$ cat config.mk
export PLATFORM = sky130hd
export DESIGN_NAME = rifl_rx_ctrl
export DESIGN_NICKNAME = d
export VERILOG_FILES = /design/src/rtl/rifl_rx_ctrl.sv
export SDC_FILE = /design/constraint.sdc
export NUM_CORES = 2
export LEC_CHECK = 0
export BUFFER_PORTS_ARGS = -buffer_cell sky130_fd_sc_hd__buf_2
export CAP_MARGIN = 10
export CORE_MARGIN = 2
export CORE_UTILIZATION = 40
export DETAILED_ROUTE_END_ITERATION = 16
export GPL_ROUTABILITY_DRIVEN = 0
export PLACE_DENSITY_LB_ADDON = 0.12
export SYNTH_ARGS = -nofsm -noshare
export SYNTH_HDL_FRONTEND = slang
export SYNTH_MEMORY_MAX_BITS = 65536
export SYNTH_SLANG_ARGS = --single-unit
$ cat constraint.sdc
create_clock -name rx_frame_clk -period 43.5 [get_ports rx_frame_clk]
set_input_delay 4.35 -clock rx_frame_clk [delete_from_list [all_inputs] [get_ports rx_frame_clk]]
set_output_delay 4.35 -clock rx_frame_clk [all_outputs]
set_load 0.005 [all_outputs]
$ cat src/rtl/rifl_rx_ctrl.sv
// RIFL receive link control: frame acceptance, in-order delivery through an AXI4-Stream FIFO,
// pause/retransmit signalling. Define RIFL_RX_ERR_CNT_EN to build the saturating error counter.
module rifl_rx_ctrl #(
  parameter int FRAME_WIDTH    = 256,
  parameter int FRAME_ID_WIDTH = 8,
  parameter int FIFO_DEPTH     = 16,
  parameter int PAUSE_ON       = 12,
  parameter int PAUSE_OFF      = 4
) (
  input  logic                      rx_frame_clk,
  input  logic                      rx_frame_rst_n,
  input  logic                      rx_aligned,
  input  logic                      frame_valid,
  input  logic                      frame_crc_ok,
  input  logic [1:0]                frame_type,
  input  logic [FRAME_ID_WIDTH-1:0] frame_id,
  input  logic [FRAME_WIDTH-1:0]    frame_data,
  input  logic                      frame_last,
  output logic [FRAME_WIDTH-1:0]    m_axis_tdata,
  output logic                      m_axis_tlast,
  output logic                      m_axis_tvalid,
  input  logic                      m_axis_tready,
  output logic                      rx_up,
  output logic                      rx_error,
  output logic                      rx_pause_request,
  output logic                      rx_retrans_request,
  output logic [FRAME_ID_WIDTH-1:0] expected_id,
  output logic                      remote_pause,
  output logic                      remote_retrans,
  output logic [FRAME_ID_WIDTH-1:0] remote_retrans_id,
  output logic [15:0]               err_cnt
);
  localparam int PTR_W = $clog2(FIFO_DEPTH);
  localparam int CNT_W = PTR_W + 1;
  localparam logic [CNT_W-1:0] DEPTH_C = CNT_W'(FIFO_DEPTH);
  localparam logic [CNT_W-1:0] PON_C   = CNT_W'(PAUSE_ON);
  localparam logic [CNT_W-1:0] POFF_C  = CNT_W'(PAUSE_OFF);

  typedef enum logic [1:0] {RX_DOWN, RX_NORMAL, RX_RETRANS_WAIT} rx_state_t;
  rx_state_t state;

  logic [FRAME_WIDTH:0] mem [FIFO_DEPTH];
  logic [PTR_W-1:0]     wr_ptr, rd_ptr;
  logic [CNT_W-1:0]     count, count_nxt;

  logic active_p0, data_p0, push_p0, drop_p0, pop_p0, err_p0, ctl_ok_p0;

  // Stage p0: classify the incoming frame against the current link state
  always_comb begin
    active_p0 = rx_aligned && frame_valid && (state != RX_DOWN || frame_crc_ok);
    data_p0   = active_p0 && (frame_type == 2'd0);
    push_p0   = data_p0 && frame_crc_ok && (frame_id == expected_id) && (count != DEPTH_C);
    drop_p0   = data_p0 && !push_p0;
    ctl_ok_p0 = active_p0 && frame_crc_ok;
    // In retransmit wait, out-of-order good frames are expected noise, only CRC failures are errors
    err_p0    = (active_p0 && !frame_crc_ok) || (drop_p0 && state != RX_RETRANS_WAIT);
    pop_p0    = m_axis_tvalid && m_axis_tready;
    count_nxt = count + CNT_W'(push_p0) - CNT_W'(pop_p0);
  end

  always_ff @(posedge rx_frame_clk) begin
    if (!rx_frame_rst_n || !rx_aligned) begin
      state              <= RX_DOWN;
      rx_up              <= 1'b0;
      rx_retrans_request <= 1'b0;
      wr_ptr             <= '0;
      rd_ptr             <= '0;
      count              <= '0;
      expected_id        <= '0;
      rx_pause_request   <= 1'b0;
      rx_error           <= 1'b0;
      remote_pause       <= 1'b0;
      remote_retrans     <= 1'b0;
      if (!rx_frame_rst_n)
        remote_retrans_id <= '0;
    end else begin
      if (push_p0) begin
        state              <= RX_NORMAL;
        rx_up              <= 1'b1;
        rx_retrans_request <= 1'b0;
        expected_id        <= expected_id + FRAME_ID_WIDTH'(1);
        wr_ptr             <= wr_ptr + PTR_W'(1);
      end else if (drop_p0 && state != RX_RETRANS_WAIT) begin
        state              <= RX_RETRANS_WAIT;
        rx_up              <= 1'b1;
        rx_retrans_request <= 1'b1;
      end else if (active_p0 && state == RX_DOWN) begin
        state              <= RX_NORMAL;
        rx_up              <= 1'b1;
        rx_retrans_request <= 1'b0;
      end
      if (pop_p0)
        rd_ptr <= rd_ptr + PTR_W'(1);
      count <= count_nxt;
      if (count_nxt >= PON_C)
        rx_pause_request <= 1'b1;
      else if (count_nxt <= POFF_C)
        rx_pause_request <= 1'b0;
      rx_error       <= err_p0;
      remote_retrans <= ctl_ok_p0 && (frame_type == 2'd3);
      if (ctl_ok_p0)
        remote_pause <= (frame_type == 2'd2);
      if (ctl_ok_p0 && frame_type == 2'd3)
        remote_retrans_id <= frame_id;
    end
  end

  always_ff @(posedge rx_frame_clk) begin
    if (rx_frame_rst_n && push_p0)
      mem[wr_ptr] <= {frame_data, frame_last};
  end

  always_comb begin
    m_axis_tvalid = (count != '0);
    {m_axis_tdata, m_axis_tlast} = m_axis_tvalid ? mem[rd_ptr] : '0;
  end

`ifdef RIFL_RX_ERR_CNT_EN
  function automatic logic [15:0] sat_inc16(input logic [15:0] v);
    return (v == 16'hFFFF) ? v : v + 16'd1;
  endfunction

  // Survives link drops so that flapping links stay visible
  always_ff @(posedge rx_frame_clk) begin
    if (!rx_frame_rst_n)
      err_cnt <= '0;
    else if (err_p0)
      err_cnt <= sat_inc16(err_cnt);
  end
`else
  assign err_cnt = '0;
`endif

endmodule

# == After elaboration in Yosys (flattened, before gate mapping) ==
# Memory sizes are Yosys's and may differ from the RTL's. A register that Yosys moved wholly into a read port is not among the register bits.
# Index checks and enable logic that the tools add are counted.
# classes
add_sub_neg,5
reduce_logical,31
muxes,18
n_lt_le_gt_ge,2
eq_ne,6
# op_table
cell,n
$mux 257,1
$mux 8,3
$logic_and 1x1->1,14
$mux 1,10
$add 4x1->4 const B,2
$add 8x1->8 const B,1
$eq 8x8->1,1
$mux 4,2
$reduce_bool 2->1,4
$add 5x1->5,1
$ge 5x4->1 const B,1
$le 5x3->1 const B,1
$ne 5x5->1 const B,1
$reduce_bool 5->1,1
$sub 5x1->5,1
$eq 2x2->1 const B,2
$logic_not 1->1,4
$logic_not 2->1,2
$mux 2,2
$ne 2x2->1 const B,2
$logic_or 1x1->1,3
$reduce_bool 3->1,1
$reduce_and 2->1,1
$reduce_or 2->1,1
# word_totals
in_bits,273
memories,1
word_cells,76
reg_bits,37
output_inout_bits,296
ramBits,4112
# mem_list
name,words,word_bits,read_ports,rd_clocked_by_memory_dff,write_ports,line_no,rtl
mem,16,257,1,1,1,42,logic [FRAME_WIDTH:0] mem [FIFO_DEPTH];

# == Longest topological paths before layout ==
# logic_depth
ltp_word,12
mapped_depth,18
depth_no_buf,16

# == Worst setup path after synthesis ==
# OpenSTA, ideal clock, no wires.
# synth_path
kind,input to register
start,input port frame_type[0]
end,memory mem[0][0] (netlist bit) (enable)
required_time_ns,41.906
n_path_buf,0
stages,5
slack_ns,10.482
t_arrival_ns,31.424
setup_ns,1.594
cell_sequence,and4bb_1 nand4_2 nor3_4 nand2_1 nor4b_1
# synth_between
elab_chain_cells,8
# synth_lines
element,line_no,rtl
start: declaration,15,"input logic [1:0] frame_type,"
$logic_not 2->1,51,data_p0 = active_p0 && (frame_type == 2'd0);
$logic_and 1x1->1,51,
$logic_and 1x1->1 (3 in series),52,push_p0 = data_p0 && frame_crc_ok && (frame_id == expected_id) && (count != DEPTH_C);
$logic_and 1x1->1,109,if (rx_frame_rst_n && push_p0)
$mux 1,109,
$mux 1 (not written as such),110,"mem[wr_ptr] <= {frame_data, frame_last};"
end: declaration,42,
# Every way passes these cells.

==> reports/metrics.yaml <==
status: "complete, no violations"
hold_violations: 0
ios: 569
synth.distinct_cells: 42
irDropWorstVdd_mv: 0.0519
maxCapViolCount: 0
drt-wirelength-per-cell_um: 30.8
fin_crit_sh: 0.267
period_minus_slack_ns: 11.61
crit_type: "reg -> out"
path_cells: "buf_4, buf_4, buf_4, buf_4, buf_4, mux4_2, mux2i_1, o22ai_1, buf_2"
clock_latency_ns: 0.98
htree_num_levels: 5
synth_top_area_cell: "edfxtp_1"
grt_pass1_wl_mm: 567
max_slew_margin: 0.214
io_buffer_count: 552
setup-tns-final_ns: 0
rsz0062_at_grt: "false"
slew_viol_final: 0
ctsHoldBuffers: 0
multiInputGateArea_sq_um: 31100
swShare: 0.240
clockPowerShare: 0.407
cp.arrival_ns: 7.26
setup_viol: 0
cts_resized: 0
dp.cells: 12100
top_layer: "met5"
post-cts-setup-buffers: 0
clock-sinks: 4152
grt_antenna_before_repair: 140
die_y_um: 631
cp_num_buf_inv: 6
r2r_setup_slack_ns: 37.71
clockRootBuffer: "clkbuf_16"
reg2reg_to: "mem[6][221]$_DFFE_PP_"
wl_met2_mm: 196
core.rowCount: 230
area_growth_syn_to_layout_pct: 15.1
worst-path-max-fanout: 49
gr-total-overflow: 0
grt_max_degree: 147
crit_slowest_cell: "buf_4"
clock_path_buffers: 4
first_global_vias: 75700
drc_errors: 0
ys_ff_latch: 4152
syn_area_sq_um: 157000
grtUsageTotal: 0.199
fin_cells: 12900
ys_top_cells_by_area: "edfxtp_1 (79%), mux4_2 (15%), mux2i_1 (3.3%)"
yosys_warnings: 0
nNetsFinal: 7585
startpoint_type: "flip-flop"
p_leak_nw: 54.5
avgSynthCellArea_sq_um: 24.2
clk_pin_slew_ns: 0.06
async_reset_ff_frac: 0
p_switching_mw: 2.20
drt-met1-wl_mm: 171
crit_family: "buffers and inverters"
hold_path_class: "reg -> reg"
holdWs_ns: 0.523
numCtsBuffers: 445
synth_edf_count: 4120
register_area_sq_um: 124000
min_path_cells: 2
r2r_cells: 9
core_sq_um: 392000
powerDensity_nw_per_um2: 50.8
fmax_mhz: 86.1
hold_start: "wr_ptr[1]$_SDFFE_PP0P_"
viasPerCell: 5.55
initial_core_util: 0.401
p_seq_frac: 0.480
ys.flop_type: "edfxtp_1"
fillers: 32400
end_kind: "output pin"
firstDrtPassIters: 6
cp_data_required_time_ns: 39.15
ant_nets: 0
die_x_um: 631
dpl.hpwl_mm: 202
min_to: "wr_ptr[1]$_SDFFE_PP0P_"
r2r_start: "expected_id[2]$_SDFFE_PP0P_"
dr.first_iter.drc_count: 6520
die_area_sq_um: 398000
crit_path_frequent_cell: "buf_4"
finalClockSkew_ns: 0.0276
syn_inst: 6492
cp_slowest_stage_delay_ns: 0.89
synth_top_area_frac: 0.788
cts_tree: "done"
drive_gt1_frac: 0.311
synth-seq-area-share: 0.792
route.vias.total: 71700
worst_slew_pin_slew_ns: 1.18
power_frac_comb: 0.113
intPower_mw: 6.97
met3_length_mm: 22.3
finalWirelength_mm: 398
==> cell families (layout without fill, tap and decap cells) <==
family,count (synthesis),count (layout),share of synthesized area
mux,1543,1543,0.180
compound gates,289,289,0.0114
other cells,1,37,0.0000239
buf+inv,382,1552,0.0109
xor+xnor,18,18,0.00100
simple gates,94,94,0.00323
fa+ha+maj,13,13,0.00108
flops,4152,4152,0.792
==> flip-flops by register name, summed over array words and instances, names as in the netlist, named ones only <==
register,flops
count,5
expected_id,8
mem,4112
rd_ptr,4
remote_pause,1
remote_retrans,1
remote_retrans_id,8
rx_error,1
rx_pause_request,1
rx_retrans_request,1
rx_up,1
state,1
wr_ptr,4
==> through the flow <==
stage / area (sq um) / util / power [mW] / setup slack [ns]
6_report: 181000 / 0.461 / 9.17 / 31.89
3_5_place_dp: 166000 / 0.424 / 5.56 / 32.49
4_1_cts: 181000 / 0.461 / 9.30 / 31.38
2_1_floorplan: 157000 / - / 5.04 / 10.48
3_3_place_gp: 166000 / 0.424 / 5.55 / 32.48
5_1_grt: 181000 / 0.461 / 9.49 / 30.98
==> cell usage in the layout (no fill, tap or decap), types with 9 or more instances in the layout <==
| master | n |
|---|---|
| clkbuf_16 | 450 |
| a21oi_1 | 16 |
| clkinv_2 | 81 |
| clkinv_1 | 131 |
| diode_2 | 21 |
| mux2i_1 | 515 |
| inv_1 | 13 |
| dfxtp_1 | 29 |
| edfxtp_1 | 4120 |
| mux4_2 | 1028 |
| conb_1 | 16 |
| bufinv_16 | 49 |
| and3_1 | 11 |
| buf_2 | 552 |
| clkinvlp_4 | 14 |
| or3_1 | 9 |
| nor2_1 | 14 |
| buf_12 | 17 |
| nand3_1 | 11 |
| o22ai_1 | 257 |
| ha_1 | 12 |
| clkbuf_1 | 74 |
| buf_4 | 144 |
| nand2_1 | 15 |
| o21ai_0 | 10 |
| xnor2_1 | 15 |
==> worst min-delay path: stages, from the launching register on <==
cell and delay [ns]:
dfxtp_1 0.35, nand2_1 0.07, a21oi_1 0.05
==> worst max-delay path by stage <==
stage / end / start / slack [ns] / cells after the start
finish: m_axis_tdata[240] / flip-flop / 31.89 / 9
global route: m_axis_tdata[240] / flip-flop / 30.98 / 9
CTS: m_axis_tdata[240] / flip-flop / 31.38 / 9
detailed placement: m_axis_tdata[240] / flip-flop / 32.49 / 9
global placement: m_axis_tdata[240] / flip-flop / 32.48 / 9
floorplan: mem[0][0]$_DFFE_PP_ / frame_type[0] / 10.48 / 5
==> per-layer routing <==
layer / vias up / global-route usage
li1: 29700 / -
met1: 39500 / 0.274
met2: 1869 / 0.331
met3: 597 / 0.0380
met4: 66 / 0.0392
met5: - / 0
==> cells in the mapped netlist, types with 2 or more instances <==
cell type / count
edfxtp_1: 4120
mux4_2: 1028
mux2i_1: 515
o22ai_1: 257
buf_2: 162
clkbuf_1: 145
buf_1: 43
dfxtp_1: 32
nor2_1: 22
buf_4: 17
a21oi_1: 16
nand2_1: 16
xnor2_1: 15
inv_1: 13
ha_1: 12
and3_1: 11
nand3_1: 11
o21ai_0: 10
or3_1: 9
nor3_1: 7
nand2b_1: 3
nor4b_1: 3
xor2_1: 3
a21o_1: 2
nand4_1: 2
nor2b_1: 2
==> cell type report <==
class                   instances  area share
clock inverters               301      0.0156
repair buffers                713      0.0232
clock buffers                 524      0.0639
multi-input cells            1973       0.172
flip-flops and latches       4152       0.688
diodes                         21    0.000291
well taps                    5220      0.0362
inverters                      14    0.000305
==> power by group through the flow <==
| stage | combinational (mW) | clock [mW] | sequential, mW |
|---|---|---|---|
| after global placement | 1.06 | 0 | 4.49 |
| final | 1.04 | 3.73 | 4.40 |
| after floorplan | 0.551 | 0 | 4.49 |
| after detailed placement | 1.07 | 0 | 4.49 |
| after CTS | 1.07 | 3.83 | 4.40 |
| after global routing | 1.11 | 3.98 | 4.40 |
No activity file was read; power rests on OpenSTA's default activity.
